<file path="src/rtl/dv_plunger_monitor.sv">
// Purpose : filters the packed DV ADC word into per-plunger 4-sample moving
//           averages, debounced RETRACTED/EXTENDED states and sticky faults
//           raised when a plunger does not follow its solenoid command.
// Latency : sample registered at T, sums at T+1, averages + avg_strb at T+2,
//           state/fault at T+3.
// Backpressure: none; frame-strobe driven, every accepted strobe is processed.
//
// Ports:
//   clk, reset          system clock, synchronous active-high reset
//   enable              low ignores strb_frame/clear_fault and holds state;
//                       a sample already in the pipeline still completes
//   strb_frame          one-clock frame strobe, captures DVP12_sense
//   DVP12_sense[19:0]   [19:10] plunger 1 counts, [9:0] plunger 2 counts
//   sol_cmd[1:0]        solenoid command per plunger (1 = extend)
//   clear_fault         clears both sticky faults and mismatch counters
//   P1_avg, P2_avg      moving averages (sum of last 4 samples / 4)
//   avg_valid           set once four samples have entered since reset
//   avg_strb            one-clock pulse when new averages are presented
//   plgr_state[1:0]     debounced state per plunger (1 = EXTENDED)
//   plgr_fault[1:0]     sticky command-follow timeout fault per plunger

module dv_plunger_monitor #(
   parameter logic [9:0] THRESH_HI = 10'h200,
   parameter logic [9:0] THRESH_LO = 10'h180,
   parameter logic [2:0] DEBOUNCE  = 3'd2,
   parameter logic [7:0] TIMEOUT   = 8'd6
) (
   input  logic        clk,
   input  logic        reset,
   input  logic        enable,
   input  logic        strb_frame,
   input  logic [19:0] DVP12_sense,
   input  logic [1:0]  sol_cmd,
   input  logic        clear_fault,
   output logic [9:0]  P1_avg,
   output logic [9:0]  P2_avg,
   output logic        avg_valid,
   output logic        avg_strb,
   output logic [1:0]  plgr_state,
   output logic [1:0]  plgr_fault
);

   typedef enum logic {
      RETRACTED = 1'b0,
      EXTENDED  = 1'b1
   } plgr_st_e;

   logic       cap;
   logic       clr;
   logic       eval_vld;
   logic [9:0] sense_fld [2];
   logic [9:0] avg_all   [2];
   logic [1:0] st_all;
   logic [1:0] flt_all;

   // Pipeline stage flags: v1 = history captured, v2 = sums updated.
   logic       v1_q;
   logic       v2_q;
   logic       strb_q;
   logic       valid_q, valid_d;
   logic [2:0] scnt_q,  scnt_d;

   assign cap = strb_frame & enable;
   assign clr = clear_fault & enable;
   assign sense_fld[0] = DVP12_sense[19:10];
   assign sense_fld[1] = DVP12_sense[9:0];

   // State and fault only move on published averages once the window is full.
   assign eval_vld = strb_q & valid_q;

   always_comb begin
      scnt_d  = scnt_q;
      valid_d = valid_q;
      if (v2_q) begin
         if (scnt_q != 3'd4) begin
            scnt_d = scnt_q + 3'd1;
         end
         // The 4th sample is being published this edge.
         if (scnt_q == 3'd3) begin
            valid_d = 1'b1;
         end
      end
   end

   always_ff @(posedge clk) begin
      if (reset) begin
         v1_q    <= 1'b0;
         v2_q    <= 1'b0;
         strb_q  <= 1'b0;
         scnt_q  <= 3'd0;
         valid_q <= 1'b0;
      end else begin
         v1_q    <= cap;
         v2_q    <= v1_q;
         strb_q  <= v2_q;
         scnt_q  <= scnt_d;
         valid_q <= valid_d;
      end
   end

   for (genvar g = 0; g < 2; g++) begin : g_plgr
      logic [3:0][9:0] hist_q, hist_d;
      logic [9:0]      old_q,  old_d;
      logic [11:0]     sum_q,  sum_d;
      logic [9:0]      avg_q,  avg_d;
      plgr_st_e        st_q,   st_d;
      logic [2:0]      vcnt_q, vcnt_d;
      logic [7:0]      mcnt_q, mcnt_d;
      logic            flt_q,  flt_d;
      logic            vote;
      logic            unused_sum_lsbs;

      // Truncating average drops the two LSBs of the running sum.
      assign unused_sum_lsbs = ^sum_q[1:0];

      // Datapath: history shift, running sum, published average.
      always_comb begin
         hist_d = hist_q;
         old_d  = old_q;
         if (cap) begin
            hist_d = {hist_q[2:0], sense_fld[g]};
            old_d  = hist_q[3];
         end
         sum_d = sum_q;
         // hist_q[0] is still the newest sample here even if another strobe
         // lands this cycle; old_q holds the sample that just fell out.
         if (v1_q) begin
            sum_d = sum_q + {2'b00, hist_q[0]} - {2'b00, old_q};
         end
         avg_d = avg_q;
         if (v2_q) begin
            avg_d = sum_q[11:2];
         end
      end

      // Debounce with hysteresis, then command-follow timeout on the new state.
      always_comb begin
         vote = 1'b0;
         if (st_q == EXTENDED) begin
            vote = (avg_q <= THRESH_LO);
         end else begin
            vote = (avg_q >= THRESH_HI);
         end
         st_d   = st_q;
         vcnt_d = vcnt_q;
         mcnt_d = mcnt_q;
         flt_d  = flt_q;
         if (eval_vld) begin
            if (vote) begin
               if (vcnt_q + 3'd1 == DEBOUNCE) begin
                  st_d   = (st_q == EXTENDED) ? RETRACTED : EXTENDED;
                  vcnt_d = 3'd0;
               end else begin
                  vcnt_d = vcnt_q + 3'd1;
               end
            end else begin
               vcnt_d = 3'd0;
            end
            if (sol_cmd[g] != st_d) begin
               if (mcnt_q < TIMEOUT) begin
                  mcnt_d = mcnt_q + 8'd1;
               end
               if (mcnt_d == TIMEOUT) begin
                  flt_d = 1'b1;
               end
            end else begin
               mcnt_d = 8'd0;
            end
         end
         // Clear beats a fault being set in the same cycle.
         if (clr) begin
            mcnt_d = 8'd0;
            flt_d  = 1'b0;
         end
      end

      always_ff @(posedge clk) begin
         if (reset) begin
            hist_q <= '0;
            old_q  <= '0;
            sum_q  <= '0;
            avg_q  <= '0;
            st_q   <= RETRACTED;
            vcnt_q <= '0;
            mcnt_q <= '0;
            flt_q  <= 1'b0;
         end else begin
            hist_q <= hist_d;
            old_q  <= old_d;
            sum_q  <= sum_d;
            avg_q  <= avg_d;
            st_q   <= st_d;
            vcnt_q <= vcnt_d;
            mcnt_q <= mcnt_d;
            flt_q  <= flt_d;
         end
      end

      assign avg_all[g] = avg_q;
      assign st_all[g]  = st_q;
      assign flt_all[g] = flt_q;
   end

   assign P1_avg     = avg_all[0];
   assign P2_avg     = avg_all[1];
   assign avg_valid  = valid_q;
   assign avg_strb   = strb_q;
   assign plgr_state = st_all;
   assign plgr_fault = flt_all;

endmodule
</file>
<file path="config.mk">
export PLATFORM = sky130hd
export DESIGN_NAME = dv_plunger_monitor
export DESIGN_NICKNAME = d
export VERILOG_FILES = /design/src/rtl/dv_plunger_monitor.sv
export SDC_FILE = /design/constraint.sdc
export NUM_CORES = 1
export LEC_CHECK = 0
export CAP_MARGIN = 20
export CORE_MARGIN = 8
export CORE_UTILIZATION = 50
export DETAILED_ROUTE_END_ITERATION = 10
export PLACE_DENSITY = 0.79
export SLEW_MARGIN = 20
export SYNTH_ARGS = -nofsm -noshare
export SYNTH_HDL_FRONTEND = slang
export SYNTH_SLANG_ARGS = --single-unit
</file>
<file path="constraint.sdc">
create_clock -name clk -period 2.8 [get_ports clk]
set_input_delay 0.42 -clock clk [delete_from_list [all_inputs] [get_ports clk]]
set_output_delay 0.42 -clock clk [all_outputs]
set_load 0.01 [all_outputs]
</file>
==> metrics.md <==
| Metric | Value |
|---|---|
| Final critical-path share of the clock period | 0.962 |
| Number of remaining DRC errors | 0 |
| Final Hold Violating Endpoints | 0 |
| Max transition margin | 0.524 |
| Tot GR Track Use | 0.158 |
| Routed via count divided by cell count | 5.19 |
| Initial core utilization | 0.509 |
| Die width | 146 µm |
| Detailed Route WL | 16.7 mm |
| Sequential fraction of the synthesis area | 0.421 |
| H-tree depth reported by CTS | 4 |
| Number of global-route vias before repair | 6,125 |
| Antenna diode instance count | 0 |
| Die area | 0.0212 mm² |
| Half-perimeter wire length of the detailed placement result | 11.4 mm |
| Hold crit path type | reg2reg |
| Clock latency at the later pin of the worst-skew pair | 0.43 ns |
| First DRT Iteration DRCs | 447 |
| Final Total Pwr | 6.13 mW |
| Crit path time final | 2.69 ns |
| Clock root buffer master | clkbuf_16 |
| Critical path capture point type | flop |
| Total via count after detailed routing | 6,662 |
| Max-cap check violation count | 0 |
| RePlAce Congestion | 0.833 |
| Post-Synthesis Mean Instance Area | 8.19 µm² |
| Count of state elements after synthesis | 177 |
| Post-synth EDFFs | 0 |
| Setup violators final | 0 |
| Chip height | 146 µm |
| Max Clk Rate | 371 MHz |
| Max Root-Sink Buffers | 2 |
| Final Instance Area | 0.00979 mm² |
| Post-CTS Hold Fix Bufs | 0 |
| Combined area of the multi-input logic cells | 0.00432 mm² |
| Clock transition at the register clock pins on the worst setup and hold paths after CTS | 0.07 ns |
| Clock tree from TritonCTS | yes |
| Netlist area before placement | 0.00841 mm² |
| CTS Buf Count | 17 |
| Core Area | 0.0165 mm² |
| Top-Level Pins | 53 |
| Global-route wire length before repair | 28.5 mm |
| Final layout net count | 1,131 |
| Actual transition at the worst max-transition pin | 0.713 ns |
| Yosys warnings | 0 |
| Mapped Nets | 1,107 |
| Total number of placement rows | 47 |
| Critical path data arrival time | 3.00 ns |
| Synthesis-to-finish area growth | 16.4% |
| Setup Skew | 0.0107 ns |
| Sum Neg Setup Slack | 0 ns |
| Ratio of cells with drive above 1 in the final layout | 0.0639 |
| Worst Slack Setup Final | 0.106 ns |
| Setup crit start kind | flop |
| Maximum vdd ir drop | 0.000466 V |
| Post-route ant nets | 0 |
| Ratio of total power to cell area | 626 mW/mm² |
| Post-placement cell area | 0.00907 mm² |
| Final max-slew violation count | 0 |
| Leak Pwr | 3.59 nW |
| Post-Synthesis Cells | 1,027 |
| CTS sink cnt | 177 |
| Worst Path Required | 3.11 ns |
| Area occupied by registers | 0.00355 mm² |
| Number of filler cells placed in the layout | 1,387 |
| Maximum net fanout on the critical path | 3 |
| Buffers on Ports | 52 |
| Routed wirelength normalized by instance count | 13.0 µm |
| Outcome | completed |
| Most instantiated flip-flop cell in the synthesis netlist | dfxtp_1 |
| TritonRoute pass-1 iters | 5 |
| Number of different library cells in the post-synthesis netlist | 68 |
| Antenna violations before repair | 0 |
| Placement-stage worst setup slack | 0.109 ns |
| Maximum number of pins on one net before global-route repair | 102 |
| Type of the worst setup path | reg2reg |
| Total congestion overflow | 0 |
| Fraction of registers with async set or reset after synthesis | 0 |
[cell type report]
class / instances / area share
clock buffer: 17 / 0.0435
clock inverter: 15 / 0.0222
inverter: 103 / 0.0395
multi-input combinational: 691 / 0.441
sequential: 177 / 0.362
tap: 220 / 0.0281
timing repair buffer: 61 / 0.0637
[worst max-delay path, cell delays in order (launching register included)]
cell       delay, ns
dfxtp_2         0.34
inv_1           0.06
fa_1            0.52
inv_1           0.06
ha_1            0.32
a211oi_2        0.29
o211ai_1        0.18
and2_1          0.19
o2111ai_2       0.17
or4b_1          0.44
[power breakdown]
group,internal (mW),leakage [nW],switching (mW)
registers,2.58,1.43,0.0549
clock network,1.52,0.313,1.05
logic,0.402,1.84,0.522
total,4.50,3.59,1.62
[final timing paths]
| check | startpoint | end | slack [ns] | depth (start not counted) |
|---|---|---|---|---|
| max | g_plgr[1].hist_q[1]$_SDFFE_PP0P_ | g_plgr[1].sum_q[11]$_SDFFE_PP0P_ | 0.11 | 9 |
| min | g_plgr[1].mcnt_q[5]$_SDFFE_PP0P_ | g_plgr[1].mcnt_q[5]$_SDFFE_PP0P_ | 0.43 | 2 |
| max reg2reg | g_plgr[1].hist_q[1]$_SDFFE_PP0P_ | g_plgr[1].sum_q[11]$_SDFFE_PP0P_ | 0.11 | 9 |
| min reg2reg | g_plgr[1].mcnt_q[5]$_SDFFE_PP0P_ | g_plgr[1].mcnt_q[5]$_SDFFE_PP0P_ | 0.43 | 2 |
[per-stage QoR]
step                cells  utilization  hold slack [ns]
global placement     1250        0.549            0.416
CTS                  1282        0.588            0.429
detailed placement   1250        0.549            0.419
finish               1284        0.592            0.433
floorplan            1027            -            0.408
global route         1284        0.592            0.448
[cell families (layout without fill, tap and decap cells)]
group           Yosys count  in the layout  synth area share
buf+inv                 159            196            0.0732
simple gates            367            367             0.187
fa+ha+maj                53             53            0.0967
compound gates          217            217             0.160
flops                   177            177             0.421
xor+xnor                 16             16            0.0167
mux                      38             38            0.0454
[placed cells by master (no fill, tap or decap), types with 9 or more instances in the layout]
master           netlist  final
nand2_1              231    230
dfxtp_1              177    175
a21oi_1              134    133
inv_1                102    102
nor2_1                67     67
clkdlybuf4s50_1        0     51
mux2i_1               37     37
ha_1                  33     30
fa_1                  20     19
clkbuf_16              0     17
a21o_1                13     13
nand3_1               11     11
xnor2_1               10     10
nand2b_1              10     10
nor3_1                 9      9
o21ai_0               11      9
[per-layer routing]
metal,GRT usage,vias to the layer above,wire length [µm]
met5,0,-,0
met2,0.243,108,7530
met1,0.209,3084,8170
met4,0.0614,0,273
met3,0.0373,22,686
li1,-,3448,-
[registers in the layout, indices dropped and copies added (netlist names)]
signal / flops
g_plgr.hist_q: 80
g_plgr.sum_q: 24
g_plgr.old_q: 20
g_plgr.mcnt_q: 16
P1_avg: 10
P2_avg: 10
g_plgr.vcnt_q: 6
scnt_q: 3
g_plgr.flt_q: 2
g_plgr.st_q: 2
avg_strb: 1
avg_valid: 1
v1_q: 1
v2_q: 1
[cell usage after synthesis (3+ instances only)]
cell,count,area share
a211oi_1,6,0.0054
a21o_1,13,0.012
a21oi_1,134,0.080
and2_1,6,0.0045
and3_1,5,0.0037
buf_1,10,0.0045
buf_2,3,0.0018
buf_4,4,0.0036
clkbuf_1,39,0.017
dfxtp_1,177,0.42
fa_1,20,0.048
ha_1,33,0.049
inv_1,102,0.046
mux2i_1,37,0.044
nand2_1,231,0.10
nand2b_1,10,0.0074
nand3_1,11,0.0065
nand4b_1,5,0.0052
nor2_1,67,0.030
nor2b_1,3,0.0022
nor3_1,9,0.0054
nor3b_1,4,0.0036
nor4_1,3,0.0022
o211ai_1,8,0.0071
o21ai_0,11,0.0065
o22ai_1,3,0.0022
o31ai_1,5,0.0045
or4_1,3,0.0027
xnor2_1,10,0.010
xor2_1,6,0.0062
[repair_timing]
| item | 4_1_cts | 5_1_grt |
|---|---|---|
| endpoints found under the setup margin | 0 | 6 |
| buffers inserted | 0 | 2 |
| gates resized for setup | 0 | 13 |
Power figures use the tool's default switching activity.
==> patch (config.mk and constraints unchanged) <==
Add an input register stage for `enable`, `strb_frame`, `DVP12_sense`, `sol_cmd` and `clear_fault`, without a reset; this delays them by one clock.
--- a/src/rtl/dv_plunger_monitor.sv
+++ b/src/rtl/dv_plunger_monitor.sv
@@ -45,6 +45,20 @@
       EXTENDED  = 1'b1
    } plgr_st_e;
 
+   logic enable_q;
+   logic strb_frame_q;
+   logic [19:0] DVP12_sense_q;
+   logic [1:0] sol_cmd_q;
+   logic clear_fault_q;
+
+   always_ff @(posedge clk) begin
+      enable_q      <= enable;
+      strb_frame_q  <= strb_frame;
+      DVP12_sense_q <= DVP12_sense;
+      sol_cmd_q     <= sol_cmd;
+      clear_fault_q <= clear_fault;
+   end
+
    logic       cap;
    logic       clr;
    logic       eval_vld;
@@ -60,10 +74,10 @@
    logic       valid_q, valid_d;
    logic [2:0] scnt_q,  scnt_d;
 
-   assign cap = strb_frame & enable;
-   assign clr = clear_fault & enable;
-   assign sense_fld[0] = DVP12_sense[19:10];
-   assign sense_fld[1] = DVP12_sense[9:0];
+   assign cap = strb_frame_q & enable_q;
+   assign clr = clear_fault_q & enable_q;
+   assign sense_fld[0] = DVP12_sense_q[19:10];
+   assign sense_fld[1] = DVP12_sense_q[9:0];
 
    // State and fault only move on published averages once the window is full.
    assign eval_vld = strb_q & valid_q;
@@ -156,7 +170,7 @@
             end else begin
                vcnt_d = 3'd0;
             end
-            if (sol_cmd[g] != st_d) begin
+            if (sol_cmd_q[g] != st_d) begin
                if (mcnt_q < TIMEOUT) begin
                   mcnt_d = mcnt_q + 8'd1;
                end
Behaviour: not the same (a bounded check fails within 4 cycles, from zero or initial values and one cycle with reset high).
==> patch against the unedited design <==
Routed wire length increased by 3.9%; worst hold slack got worse by 0.15 ns; area after synthesis is 5.3% higher; worst setup slack got worse by 0.027 ns; via count up 2.0%; cell area grew 5.5%; power is 12% higher; sequential cell count grew 25; largest cell class unchanged.
==> patch: results (changes against the unedited design) <==
sequential power share=43.9% (was 42.9%); HP Class=input pin to flip-flop (was flip-flop to flip-flop); combinational group share of total power=13.6% (was 15.1%); sequential area share after synthesis=45.65% (was 42.13%); Max VDD drop=0.0004208 V (was 0.0004655 V); hold wc startpoint=reset (was g_plgr[1].mcnt_q[5]$_SDFFE_PP0P_); Worst-Skew Late Latency=0.50 ns (was 0.43 ns); top flop regs=g_plgr.hist_q x80, g_plgr.sum_q x24 (was g_plgr.hist_q x80, g_plgr.sum_q x24, g_plgr.old_q x20); number of global-route vias before repair=6,255 (was 6,125); skew final=0.01244 ns (was 0.01071 ns); multiplexer area fraction after synthesis=3.955% (was 4.537%); Routed WL per cell=13.12 um (was 12.98 um); via count=6,797 (was 6,662); Layout area overhead=16.57% (was 16.39%); Mapped Avg Cell Area=8.429 um^2 (was 8.189 um^2); reg-to-reg critical path endpoint=g_plgr[1].sum_q[8]$_SDFFE_PP0P_ (was g_plgr[1].sum_q[11]$_SDFFE_PP0P_); Num CTS Buffers=23 (was 17); syn_nets=1,131 (was 1,107); Clock Tree Buf Depth=3 (was 2); Top delay family on crit path=adder cells (unchanged); Synth top cells by count=236 x nand2_1, 202 x dfxtp_1, 134 x a21oi_1 (was 231 x nand2_1, 177 x dfxtp_1, 134 x a21oi_1); depth of the most critical reg-to-reg path=9 (unchanged); Hold Crit Endpoint=avg_strb$_SDFF_PP0_ (was g_plgr[1].mcnt_q[5]$_SDFFE_PP0P_); largest net degree at the start of global routing=89 (was 102); flop-to-flop setup slack=0.08 ns (was 0.11 ns); H-Tree Depth=1 (was 4); async set or reset register ratio after synthesis=0% (unchanged); Final #Nets=1,161 (was 1,131); final-layout fill cell count=1,494 (was 1,387); Sw Ratio=25.36% (was 26.50%); XOR/XNOR Fraction of Synth Area=1.582% (was 1.666%); CP Max Fanout=3 (unchanged); LEAKAGE=3.807 nW (was 3.589 nW); drt first pass iters=4 (was 5); crit path max-delay cell type=fa_1 (unchanged); initial DRC count=460 (was 447); synth top area cells=dfxtp_1 46%, nand2_1 10%, a21oi_1 7.6% (was dfxtp_1 42%, nand2_1 10%, a21oi_1 8.0%); total track usage=15.42% (was 15.77%); Crit path arrival time=3.09 ns (was 3.00 ns); layout cells sized above 1=6.027% (was 6.391%); DPL Wire Length=11,800 um (was 11,360 um); Synth cell types=62 (was 68); Post-Layout Cell Count=1,320 (was 1,284); I/O Buffers=52 (unchanged); Compound-Gate Fraction of Synth Area=14.92% (was 16.02%); Critical Path Max Stage Delay=0.54 ns (was 0.52 ns); Placed Area=9514 um^2 (was 9069 um^2); Synth Area in Adders=9.181% (was 9.670%); placer congestion estimate=0.8534 (was 0.8326); worst-margin pin slew=0.7599 ns (was 0.7130 ns); hold_ws=0.2799 ns (was 0.4332 ns); # diodes=0 (unchanged); status=completed (unchanged); first-pass GRT wire length=29,270 um (was 28,460 um)
-- patch: cell types whose count changed in the layout (fill, tap and decap cells not counted), sizes merged, moves of 3 or more --
cell    before  now
dfxtp      177  202
clkbuf      17   31
inv        112  102
nand2      231  236
nand3       11    7
bufinv       4    1
nand2b      10    7
nand4        1    4
o21ai       14   17
-- patch: per-stage QoR --
step                      power (W)  setup slack (ns)
after floorplan            0.003758            0.2621
after global placement     0.003950            0.1589
after detailed placement   0.003977           0.09737
after CTS                  0.006928           0.05820
after global routing       0.007195          -0.02440
final                      0.006884           0.07894
-- patch: layer usage --
layer  GRT usage, %  vias up  wire, um
met2          24.57      126      7859
met5              0        -         0
met4          4.493        0       373
met3          2.973       28       787
li1               -     3526         -
met1          20.83     3117      8292
-- patch: final cells by class --
cell class	instances	share of cell area (%)
clock inverters	8	0.7755
clock buffers	31	6.543
flip-flops and latches	202	39.17
well taps	225	2.726
repair buffers	61	5.913
multi-input cells	693	41.23
inverters	100	3.635
-- patch: timing repair --
item,4_1_cts,5_1_grt
endpoints found under the setup margin,0,4
gates resized for setup,0,11
buffers inserted,0,1
hold buffers,0,0
-- patch: kinds of logic (layout without fill, tap and decap cells) --
kind of cell,after synthesis,after routing
muxes,35,35
buffers and inverters,156,200
DFF,202,202
AOI/OAI and AO/OA,219,219
adders and majority gates,53,53
xor gates and xnor gates,16,16
and+or+nand+nor,370,370
-- patch: worst reg2reg max path, cell delays in order, from the launching register on --
cell and delay [ns]:
dfxtp_2 0.33, inv_1 0.05, fa_1 0.54, inv_1 0.09, fa_1 0.48, a21o_1 0.22, a221o_1 0.37, a31oi_1 0.22
mux2i_1 0.20, o31ai_1 0.08
